## config.mk

```make
export PLATFORM = sky130hd
export DESIGN_NAME = control_frame_buffer_write_only
export DESIGN_NICKNAME = d
export VERILOG_FILES = /design/src/rtl/control_frame_buffer_write_only.sv
export SDC_FILE = /design/constraint.sdc
export NUM_CORES = 1
export LEC_CHECK = 0
export BUFFER_PORTS_ARGS = -buffer_cell sky130_fd_sc_hd__buf_4
export CORE_MARGIN = 2
export CORE_UTILIZATION = 46
export CTS_CLUSTER_DIAMETER = 200
export DETAILED_ROUTE_END_ITERATION = 10
export GPL_ROUTABILITY_DRIVEN = 0
export PLACE_DENSITY_LB_ADDON = 0.08
export SKIP_CTS_REPAIR_TIMING = 1
export SKIP_LAST_GASP = 1
export SLEW_MARGIN = 30
export SYNTH_ARGS = -nofsm -noshare
export SYNTH_HDL_FRONTEND = slang
export SYNTH_SLANG_ARGS = --single-unit
```

## constraint.sdc

```tcl
create_clock -name clk_i -period 10.79 [get_ports clk_i]
set_input_delay 2.158 -clock clk_i [delete_from_list [all_inputs] [get_ports clk_i]]
set_output_delay 2.158 -clock clk_i [all_outputs]
set_load 0.05 [all_outputs]
```

## src/rtl/control_frame_buffer_write_only.sv

```systemverilog
// Write-side frame-buffer controller: turns a captured pixel stream into registered RAM writes.
// Optional macro FB_WR_SKIP_FIRST_FRAME_EN suppresses writes for the first complete frame after reset.
module control_frame_buffer_write_only #(
    parameter int ADDR_WIDTH = 32,
    parameter int DATA_WIDTH = 16
) (
    input  logic                  clk_i,
    input  logic                  reset_i,
    input  logic [15:0]           resolution_width_i,
    input  logic [15:0]           resolution_depth_i,
    input  logic                  frame_start_i,
    input  logic                  pixel_valid_i,
    input  logic [DATA_WIDTH-1:0] pixel_data_i,
    output logic                  wr_o,
    output logic [ADDR_WIDTH-1:0] addr_wr_o,
    output logic [DATA_WIDTH-1:0] data_wr_o,
    output logic                  frame_done_o,
    output logic                  frame_err_o,
    output logic                  page_written_once_o
);

    localparam logic [ADDR_WIDTH-1:0] ZERO_C = {ADDR_WIDTH{1'b0}};
    localparam logic [ADDR_WIDTH-1:0] ONE_C  = {{(ADDR_WIDTH-1){1'b0}}, 1'b1};

    typedef enum logic [0:0] {
        S_WAIT_SYNC = 1'b0,
        S_WRITE     = 1'b1
    } state_t;

    state_t                state_r;
    logic [ADDR_WIDTH-1:0] ptr_r;
    logic [ADDR_WIDTH-1:0] total_r;

    logic [ADDR_WIDTH-1:0] width_ext_s;
    logic [ADDR_WIDTH-1:0] depth_ext_s;
    logic [ADDR_WIDTH-1:0] new_total_s;
    logic [ADDR_WIDTH-1:0] cur_total_s;
    logic [ADDR_WIDTH-1:0] cur_ptr_s;
    logic                  res_ok_s;
    logic                  start_ok_s;
    logic                  active_s;
    logic                  accept_s;
    logic                  last_s;
    logic                  skip_s;

    // Resolve frame start ahead of the pixel so a coincident pixel lands at address 0 of the new frame
    always_comb begin
        width_ext_s = ADDR_WIDTH'(resolution_width_i);
        depth_ext_s = ADDR_WIDTH'(resolution_depth_i);
        new_total_s = (width_ext_s * depth_ext_s) - ONE_C;
        res_ok_s    = (resolution_width_i != 16'd0) && (resolution_depth_i != 16'd0);
        start_ok_s  = frame_start_i && res_ok_s;
        if (start_ok_s) begin
            cur_total_s = new_total_s;
            cur_ptr_s   = ZERO_C;
        end else begin
            cur_total_s = total_r;
            cur_ptr_s   = ptr_r;
        end
        if (start_ok_s) begin
            active_s = 1'b1;
        end else if ((state_r == S_WRITE) && !frame_start_i) begin
            active_s = 1'b1;
        end else begin
            active_s = 1'b0;
        end
        accept_s = pixel_valid_i && active_s;
        last_s   = accept_s && (cur_ptr_s == cur_total_s);
    end

`ifdef FB_WR_SKIP_FIRST_FRAME_EN
    logic skip_r;

    // Armed at reset; consumed only by a frame that actually completes
    always_ff @(posedge clk_i or posedge reset_i) begin
        if (reset_i) begin
            skip_r <= 1'b1;
        end else if (last_s) begin
            skip_r <= 1'b0;
        end else begin
            skip_r <= skip_r;
        end
    end

    assign skip_s = skip_r;
`else
    assign skip_s = 1'b0;
`endif

    // Frame FSM, pointer bookkeeping and registered RAM/status outputs
    always_ff @(posedge clk_i or posedge reset_i) begin
        if (reset_i) begin
            state_r             <= S_WAIT_SYNC;
            ptr_r               <= ZERO_C;
            total_r             <= ZERO_C;
            wr_o                <= 1'b0;
            addr_wr_o           <= ZERO_C;
            data_wr_o           <= {DATA_WIDTH{1'b0}};
            frame_done_o        <= 1'b0;
            frame_err_o         <= 1'b0;
            page_written_once_o <= 1'b0;
        end else begin
            wr_o         <= accept_s && !skip_s;
            frame_done_o <= last_s;
            frame_err_o  <= frame_start_i && (state_r == S_WRITE);

            if (accept_s && !skip_s) begin
                addr_wr_o <= cur_ptr_s;
                data_wr_o <= pixel_data_i;
            end

            if (last_s && !skip_s) begin
                page_written_once_o <= 1'b1;
            end

            if (start_ok_s) begin
                total_r <= new_total_s;
            end

            if (last_s) begin
                ptr_r <= ZERO_C;
            end else if (accept_s) begin
                ptr_r <= cur_ptr_s + ONE_C;
            end else if (frame_start_i) begin
                ptr_r <= ZERO_C;
            end

            case (state_r)
                S_WAIT_SYNC: begin
                    if (start_ok_s && !last_s) begin
                        state_r <= S_WRITE;
                    end else begin
                        state_r <= S_WAIT_SYNC;
                    end
                end
                S_WRITE: begin
                    // A restart with zero resolution cannot define a frame, so wait for a usable one
                    if (frame_start_i && !res_ok_s) begin
                        state_r <= S_WAIT_SYNC;
                    end else if (last_s) begin
                        state_r <= S_WAIT_SYNC;
                    end else begin
                        state_r <= S_WRITE;
                    end
                end
                default: begin
                    state_r <= S_WAIT_SYNC;
                end
            endcase
        end
    end

endmodule

```

==> results of run 1 <==
==> path summary, 6_finish.rpt <==
kind                                        from                  end  cells past startpoint
max                        resolution_depth_i[5]             ptr_r[6]                     20
min                          page_written_once_o  page_written_once_o                      1
max reg2reg                             ptr_r[1]            ptr_r[30]                     11
min reg2reg                  page_written_once_o  page_written_once_o                      1
max in group asynchronous                reset_i            ptr_r[10]                      3
min in group asynchronous                reset_i           total_r[4]                      2
==> cell usage in the layout (no fill, tap or decap), drive strengths merged, types with 5 or more instances in the layout <==
cell type,count
mux2,10
or3,8
dfrtp,117
clkbuf,17
nand2,355
a22o,9
ha,108
nor4,17
a22oi,5
and3,14
a211o,6
a21o,15
o221ai,5
nor2,34
nand4,20
xnor2,14
inv,234
o2111ai,5
fa,207
o31ai,16
a21oi,61
o22ai,21
or2,9
nand3,43
o21ai,57
and2,86
xor2,28
nor3,15
buf,112
==> routing by layer <==
layer / GRT usage / vias up / wire, µm
met2: 0.4123 / 358 / 18720
met3: 0.02760 / 63 / 1910
met1: 0.3472 / 5953 / 17780
met5: 0 / - / 0
met4: 0.07104 / 0 / 1071
li1: - / 5482 / -
==> kinds of logic (layout without fill, tap and decap cells) <==
family | count (synthesis) | count (layout)
simple gates | 625 | 625
buf+inv | 324 | 369
fa+ha+maj | 315 | 315
compound gates | 239 | 239
flops | 117 | 117
xor+xnor | 42 | 42
mux | 12 | 12
==> state kept, by name, indices dropped and copies added (netlist names) <==
| register | count |
|---|---|
| addr_wr_o | 32 |
| data_wr_o | 16 |
| frame_done_o | 1 |
| frame_err_o | 1 |
| page_written_once_o | 1 |
| ptr_r | 32 |
| state_r | 1 |
| total_r | 32 |
| wr_o | 1 |
==> stage by stage <==
| step | instance area [µm²] | hold WS, ns | worst slack [ns] |
|---|---|---|---|
| final | 16240 | 0.4653 | 1.899 |
| after global routing | 16240 | 0.4812 | 1.614 |
| after CTS | 16240 | 0.4688 | 1.967 |
| after detailed placement | 15660 | 0.4547 | 1.515 |
| after global placement | 15660 | 0.4425 | 1.606 |
| after floorplan | 14710 | 0.4584 | 2.094 |
==> cell type report <==
class,instances,area (µm²),share of cell area
inverters,225,847.1,0.05215
repair buffers,112,840.8,0.05176
well taps,402,503.0,0.03097
clock inverters,15,160.2,0.009860
multi-input cells,1233,10540,0.6488
flip-flops and latches,117,2928,0.1802
clock buffers,17,425.4,0.02619
==> key figures, run 1 <==
Worst setup path
  – Reg2Reg Setup Slack: approximately 7.7 ns
  – Slowest stage delay, CP: about 0.63 ns
  – Crit path DAT: roughly 9.2 ns
  – Worst-path fanout max: 24
  – Crit-path cells: buf_4, nand2_1, fa_1, fa_1, fa_1, fa_1, fa_1, fa_1, inv_1, ha_1, a21o_1, a31o_1, nor2b_1, nor3_1, mux2_4, or4_1, nor4b_2, a32oi_1, a21oi_4, o22ai_1
  – Slowest cell on crit path: a21oi_4
  – CP required: roughly 11 ns
  – CP bufs+invs: 2
  – Startpoint Class: primary input
  – Crit path max-delay family: adder cells
  – WS Path Type: in2reg
  – Setup crit end kind: register
  – CP dominant cell by count: fa_1

STA
  – Worst slew pin tran: 0.8707 ns
  – Final Hold Vio Count: 0
  – Maximum clock frequency: about 0.11 GHz
  – Unrepaired setup endpoints after global routing: no
  – Crit path time final: approximately 9 ns
  – Final Cycle Share: 0.8240
  – Post-Route Skew: 0.01148 ns
  – Max-slew violations: 0
  – Setup TNS: 0 ns
  – Endpoints failing setup: 0
  – Slew margin rel.: 0.4175

Place
  – PortBufs: between 100 and 150
  – Placed insts: 2089
  – Post-DP HPWL: slightly above 30000 µm

Yosys
  – Yosys top cell area share: 0.2817
  – Syn Std Cell Area: 14710 µm²
  – Primary FF master, synth: dfrtp_1
  – Number of enable flip-flop cells after synthesis: 0
  – Mapped Nets: about 2000
  – Yosys reg bits: 117
  – Compound-Gate Fraction of Synth Area: 0.1072
  – Synth Instances: approximately 1700
  – Ys Warns: 0
  – Leading post-synthesis cells by cell area: fa_1 (28%), dfrtp_1 (20%), ha_1 (9.2%)
  – Synth cell count leaders: nand2_1 (355), inv_1 (225), fa_1 (207), dfrtp_1 (117), ha_1 (108)
  – Post-Syn Area per Cell: a little under 9 µm²
  – Post-synthesis mux area share: 0.009269
  – XOR/XNOR Fraction of Synth Area: 0.02500
  – Post-Synth Adder-Cell Area: 0.3735
  – Distinct cells, synth: slightly below 80
  – Post-synth ARST share: 1.000
  – Register area share after synthesis: 0.1990
  – Largest area contributor in the synthesized netlist: fa_1
  – Top-count cell post-synth: nand2_1
  – Largest family of logic cells by synthesized area: adder cells
  – Synth Area in Simple Gates: 0.2007

Min path
  – Worst min path class: reg2reg

Floorplanning
  – Die area: ~33000 µm²
  – Io pins: 104
  – Die Wd: about 180 µm
  – Initial Util: 0.4663
  – Core area: approximately 32000 µm²
  – Die span in y: 182.8 µm
  – Placement Rows: between 60 and 70

Final layout
  – Post-Layout Cell Count: around 2100
  – Net count, final: ~2100
  – Share of layout cells above drive strength 1: 0.1065
  – Ant diodes: 0
  – Final core utilization: 0.5148
  – Layout area overhead: 10.40%
  – # fillers: slightly above 3000

Drt
  – Vias per inst: 5.590
  – Drt drc: 0
  – Drt pass-1 iters: 5
  – WL/cell: 18.61 µm
  – Vias: 11860
  – Initial DRC count: around 860
  – Final ANT Viol Nets: 0
  – DRT Wirelength: 39480 µm

Global routing
  – Grt total ovfl: 0
  – Total track usage: 0.2487
  – Via count of the first global-routing pass: approximately 12000
  – First-pass GRT wire length: approximately 66000 µm
  – Largest net degree at the start of global routing: 60
  – Initial antenna violation count: 0

CTS
  – CTS buffer count: 17
  – Clk sink count: between 100 and 150
  – Htree depth: 4
  – Root buffer cell: clkbuf_16
  – Worst skew pair latency: ~0.42 ns
  – CTS tree: built
  – Clock slew at reported path FFs: 0.06 ns
  – Clk buf depth: 2

Job
  – Max-Cap Viols: 0

Outcome
  – Status: complete, no violations
Power of run 1 is left out: the tool's default activity adds up to more than one toggle a clock period on the data nets, which glitch-free logic cannot reach.
==> inputs of run 2 (changes only) <==
ABC_AREA = 1   (was not set)
clock period = 7.7 ns   (was 10.79 ns; I/O delays follow)
==> key figures, run 2 <==
Drt
  – Initial DRC count: 1031 (was 857)
  – DRT Wirelength: 40600 µm (was 39480 µm)
  – Vias per inst: 4.914 (was 5.590)
  – Vias: 13450 (was 11860)
  – Drt pass-1 iters: 5 (unchanged)
  – WL/cell: 14.83 µm (was 18.61 µm)
  – Drt drc: 0 (unchanged)
  – Final ANT Viol Nets: 0 (unchanged)

Final layout
  – Most frequent cells in the layout: nand2_1 (801), inv_1 (461), fa_1 (207) (was nand2_1 (354), inv_1 (224), fa_1 (207))
  – Ant diodes: 0 (unchanged)
  – # fillers: 3461 (was 3050)
  – Layout area overhead: 11.01% (was 10.40%)
  – Commonest non-fill, non-tap cell in the layout: nand2_1 (unchanged)
  – Register area: 2928 µm² (unchanged)
  – Net count, final: 2638 (was 2073)
  – Top flop regs: addr_wr_o (32), ptr_r (32), total_r (32) (unchanged)
  – Share of layout cells above drive strength 1: 0.09155 (was 0.1065)
  – Footprint of the multi-input gates: 10790 µm² (was 10540 µm²)

STA
  – Max-slew violations: 0 (unchanged)
  – Endpoints failing setup: 0 (unchanged)
  – Worst slew pin tran: 0.7690 ns (was 0.8707 ns)
  – Final WS setup: 0.4405 ns (was 1.899 ns)
  – Post-Route Skew: 0.01239 ns (was 0.01148 ns)
  – Crit path time final: a little over 7 ns
  – Maximum clock frequency: roughly 0.14 GHz
  – Final Hold Vio Count: 0 (unchanged)
  – Setup TNS: 0 ns (unchanged)
  – Unrepaired setup endpoints after global routing: no (unchanged)
  – Slew margin rel.: 0.4866 (was 0.4175)
  – Final Cycle Share: 0.9428

Yosys
  – Syn Std Cell Area: 15960 µm² (was 14710 µm²)
  – Leading post-synthesis cells by cell area: fa_1 (26%), nand2_1 (19%), dfrtp_1 (18%) (was fa_1 (28%), dfrtp_1 (20%), ha_1 (9.2%))
  – Distinct cells, synth: 36 (was 77)
  – Number of enable flip-flop cells after synthesis: 0 (unchanged)
  – Register area share after synthesis: 0.1835 (was 0.1990)
  – Yosys reg bits: 117 (unchanged)
  – Ys Warns: 0 (unchanged)
  – Post-Syn Area per Cell: 7.220 µm² (was 8.789 µm²)
  – Yosys top cell area share: 0.2597 (was 0.2817)
  – Synth Instances: 2210 (was 1674)
  – Top-count cell post-synth: nand2_1 (unchanged)
  – Mapped Nets: 2577 (was 2041)
  – Post-synth ARST share: 1.000 (unchanged)
  – Largest area contributor in the synthesized netlist: fa_1 (unchanged)
  – Synth cell count leaders: nand2_1 (802), inv_1 (462), fa_1 (207), nand3_1 (119), dfrtp_1 (117) (was nand2_1 (355), inv_1 (225), fa_1 (207), dfrtp_1 (117), ha_1 (108))
  – Primary FF master, synth: dfrtp_1 (unchanged)

Floorplanning
  – Placement Rows: 68 (was 65)
  – Die Wd: 190.2 µm (was 182.8 µm)
  – Initial Util: 0.4642 (was 0.4663)
  – Die area: 36190 µm² (was 33430 µm²)
  – Die span in y: 190.2 µm (was 182.8 µm)
  – Core area: 34370 µm² (was 31560 µm²)
  – Io pins: 104 (unchanged)

CTS
  – CTS buffer count: 17 (unchanged)
  – Clock slew at reported path FFs: 0.06 ns (about the same)
  – Root buffer cell: clkbuf_16 (unchanged)
  – Worst skew pair latency: 0.42 ns (about the same)
  – Htree depth: 4 (unchanged)
  – CTS tree: built (unchanged)
  – Clk buf depth: 2 (unchanged)
  – Clk sink count: 117 (unchanged)

Min path
  – Hold_sp: addr_wr_o[8] (was page_written_once_o)
  – End of the worst hold path: addr_wr_o[8] (was page_written_once_o)
  – WHS Path Cells: 2 (was 1)
  – Worst min path class: reg2reg (unchanged)

Worst setup path
  – Startpoint Class: primary input (unchanged)
  – WS Path Type: in2reg (unchanged)
  – RR Startpoint: ptr_r[0] (was ptr_r[1])
  – CP required: 8.00 ns (was 11.05 ns)
  – Setup crit end kind: register (unchanged)
  – R2r endpoint: ptr_r[16] (was ptr_r[30])
  – Crit path DAT: 7.56 ns (was 9.15 ns)
  – Reg2Reg Setup Slack: 5.18 ns (was 7.65 ns)
  – R2r worst-path depth: 11 (unchanged)
  – Critical path startpoint: resolution_width_i[9] (was resolution_depth_i[5])
  – Worst-path fanout max: 32 (was 24)

Global routing
  – Total track usage: 0.2396 (was 0.2487)
  – Grt total ovfl: 0 (unchanged)
  – Via count of the first global-routing pass: 13690 (was 12250)
  – Largest net degree at the start of global routing: 84 (was 60)
  – Initial antenna violation count: 0 (unchanged)
  – First-pass GRT wire length: 69290 µm (was 65530 µm)

Outcome
  – Status: complete, no violations (unchanged)

Place
  – PortBufs: 103 (unchanged)
  – Post-DP HPWL: 32850 µm (was 31000 µm)
  – Post-Place Setup Slack: -0.03118 ns (was 1.515 ns)

Job
  – Max-Cap Viols: 0 (unchanged)
run 2: routing by layer:
metal	share of wire	wire length, µm	GRT usage	up-vias
li1	-	-	-	6634
met1	0.47	18950	0.3381	6413
met2	0.46	18870	0.4010	359
met3	0.055	2231	0.02981	48
met4	0.013	546	0.04234	0
met5	0	0	0	-
run 2: cells by family (layout without fill, tap and decap cells):
family | Yosys count | after routing | share of synthesized area
xor gates and xnor gates | 32 | 32 | 0.01757
adders and majority gates | 315 | 315 | 0.3444
buffers and inverters | 565 | 638 | 0.1408
and+or+nand+nor | 1100 | 1100 | 0.2848
AOI/OAI and AO/OA | 81 | 81 | 0.02886
DFF | 117 | 117 | 0.1835
run 2: per-stage QoR:
stage / utilization / std cells / hold slack, ns / cell area (µm²)
finish: 0.5153 / 2738 / 0.4800 / 17710
global route: 0.5153 / 2738 / 0.5006 / 17710
CTS: 0.5151 / 2738 / 0.4818 / 17710
detailed placement: 0.4972 / 2707 / 0.4661 / 17090
global placement: 0.4972 / 2707 / 0.4628 / 17090
floorplan: - / 2210 / 0.4351 / 15960
run 2: worst max-delay path, stage by stage:
cell     delay (ns)
buf_4          0.24
nand2_1        0.12
fa_1           0.51
fa_1           0.57
fa_1           0.45
fa_1           0.57
fa_1           0.43
fa_1           0.50
inv_1          0.05
ha_1           0.33
nand2_1        0.11
buf_4          0.14
nor2_1         0.25
and2_1         0.22
nand3_1        0.17
nand4_1        0.14
nand3_1        0.12
nand3_1        0.12
nand2_1        0.05
nor2_1         0.10
nand2_1        0.06
nor2_1         0.30
nand3_4        0.12
buf_12         0.19
nand3_1        0.09
nand2_1        0.06
run 2: worst max-delay path by stage:
stage	end	slack, ns	cells past startpoint
floorplan	ptr_r[14]	0.58	31
global route	ptr_r[16]	0.03	29
global placement	ptr_r[18]	0.05	27
detailed placement	ptr_r[17]	-0.03	27
finish	ptr_r[5]	0.44	26
CTS	ptr_r[5]	0.39	27
run 2: layout make-up:
class	count	area share
clock inverters	13	0.009890
clock buffers	18	0.02480
multi-input cells	1528	0.6089
inverters	469	0.09953
well taps	455	0.03214
repair buffers	138	0.05941
flip-flops and latches	117	0.1653
Power of run 2 is left out for the same reason.
==> inputs of run 3 (changes only) <==
CORE_MARGIN = 3   (was 2)
CTS_BUF_LIST = sky130_fd_sc_hd__clkbuf_2 sky130_fd_sc_hd__clkbuf_4 sky130_fd_sc_hd__clkbuf_8   (was not set)
==> key figures, run 3 (synthesis gave the netlist of run 2 again) <==
STA
  – Max-slew violations: 0 (unchanged)
  – Unrepaired setup endpoints after global routing: no (unchanged)
  – Final Hold Vio Count: 0 (unchanged)
  – Post-Route Skew: 0.01412 ns (was 0.01239 ns)
  – Slew margin rel.: 0.4199 (was 0.4866)
  – Endpoints failing setup: 0 (unchanged)
  – Setup TNS: 0 ns (unchanged)
  – Maximum clock frequency: 0.1376 GHz (was 0.1378 GHz)
  – Worst slew pin tran: 0.8689 ns (was 0.7690 ns)
  – Final Cycle Share: 0.9442 (was 0.9428)
  – Crit path time final: 7.270 ns (was 7.259 ns)
  – Final WS setup: 0.4299 ns (was 0.4405 ns)

Drt
  – Vias per inst: 4.989 (was 4.914)
  – Initial DRC count: 936 (was 1031)
  – WL/cell: 14.95 µm (was 14.83 µm)
  – Drt drc: 0 (unchanged)
  – Final ANT Viol Nets: 0 (unchanged)
  – DRT Wirelength: 40890 µm (was 40600 µm)
  – Drt pass-1 iters: 6 (was 5)
  – Vias: 13650 (was 13450)

Final layout
  – Post-Layout Cell Count: 2736 (was 2738)
  – Most frequent cells in the layout: nand2_1 (801), inv_1 (461), fa_1 (207) (unchanged)
  – Register area: 2928 µm² (unchanged)
  – Share of layout cells above drive strength 1: 0.09309 (was 0.09155)
  – Ant diodes: 0 (unchanged)
  – Net count, final: 2642 (was 2638)
  – Top flop regs: addr_wr_o (32), ptr_r (32), total_r (32) (unchanged)
  – Post-route cell area: 17490 µm² (was 17710 µm²)
  – # fillers: 3406 (was 3461)
  – Footprint of the multi-input gates: 10780 µm² (was 10790 µm²)
  – Commonest non-fill, non-tap cell in the layout: nand2_1 (unchanged)
  – Layout area overhead: 9.638% (was 11.01%)

Place
  – Post-Place Setup Slack: 0.02891 ns (was -0.03118 ns)
  – Area post-placement: 17130 µm² (was 17090 µm²)
  – PortBufs: 103 (unchanged)
  – Post-DP HPWL: 33220 µm (was 32850 µm)
  – Placed insts: 2704 (was 2707)

CTS
  – Clk buf depth: 2 (unchanged)
  – Clk sink count: 117 (unchanged)
  – CTS buffer count: 17 (unchanged)
  – Htree depth: 4 (unchanged)
  – CTS tree: built (unchanged)
  – Root buffer cell: clkbuf_8 (was clkbuf_16)
  – Worst skew pair latency: 0.45 ns (was 0.42 ns)
  – Clock slew at reported path FFs: 0.08 ns (was 0.06 ns)

Global routing
  – Largest net degree at the start of global routing: 80 (was 84)
  – Total track usage: 0.2348 (was 0.2396)
  – Initial antenna violation count: 0 (unchanged)
  – Grt total ovfl: 0 (unchanged)
  – First-pass GRT wire length: 69480 µm (was 69290 µm)
  – Via count of the first global-routing pass: 13710 (was 13690)

Worst setup path
  – CP dominant cell by count: fa_1 (unchanged)
  – Setup crit end kind: register (unchanged)
  – WS Path Type: in2reg (unchanged)
  – Slowest cell on crit path: fa_1 (unchanged)
  – Worst-path fanout max: 17 (was 32)
  – CP required: 8.02 ns (was 8.00 ns)
  – Crit path DAT: 7.59 ns (was 7.56 ns)
  – Startpoint Class: primary input (unchanged)
  – Reg2Reg Setup Slack: 5.25 ns (was 5.18 ns)
  – Slowest stage delay, CP: 0.54 ns (was 0.57 ns)

Floorplanning
  – Core area: 33870 µm² (was 34370 µm²)
  – Die span in y: 192.2 µm (was 190.2 µm)
  – Die area: 36960 µm² (was 36190 µm²)
  – Die Wd: 192.2 µm (was 190.2 µm)
  – Initial Util: 0.4711 (was 0.4642)
  – Placement Rows: 67 (was 68)
  – Io pins: 104 (unchanged)

Min path
  – Worst min path class: reg2reg (unchanged)

Job
  – Max-Cap Viols: 0 (unchanged)

Outcome
  – Status: complete, no violations (unchanged)
[run 3: area by class of cell]
type,instances,area share
tap,448,0.03204
sequential,117,0.1674
clock buffer,21,0.01652
timing repair buffer,142,0.06237
inverter,469,0.1009
multi-input combinational,1528,0.6164
clock inverter,11,0.004363
[run 3: path summary, 6_finish.rpt]
check | startpoint | end | cells after the start
setup / recovery | resolution_width_i[4] | ptr_r[21] | 27
hold / removal | data_wr_o[4] | data_wr_o[4] | 2
setup reg to reg | ptr_r[0] | ptr_r[16] | 11
hold reg to reg | data_wr_o[4] | data_wr_o[4] | 2
max in group asynchronous | reset_i | total_r[22] | 3
min in group asynchronous | reset_i | data_wr_o[3] | 2
[run 3: per-layer routing]
metal	track usage	vias up	routed length (µm)
met5	0	-	0
met4	0.04399	0	546
met3	0.02610	39	2225
met2	0.3839	360	18870
met1	0.3409	6612	19250
li1	-	6639	-
[run 3: metrics by stage]
stage | hold slack (ns) | utilization
2_1_floorplan | 0.4351 | -
3_3_place_gp | 0.4623 | 0.5057
3_5_place_dp | 0.4601 | 0.5057
4_1_cts | 0.4828 | 0.5164
5_1_grt | 0.4961 | 0.5165
6_report | 0.4807 | 0.5165
[run 3: critical path: cells and delay by family]
family | cells | cell delay [ns]
AO/OA/AOI/OAI | 1 | 0.28
adder cells (fa/ha/maj) | 7 | 3.29
buffers and inverters | 6 | 0.61
XOR/XNOR | 1 | 0.28
AND/OR/NAND/NOR | 12 | 1.56
Power of run 3 is left out for the same reason.
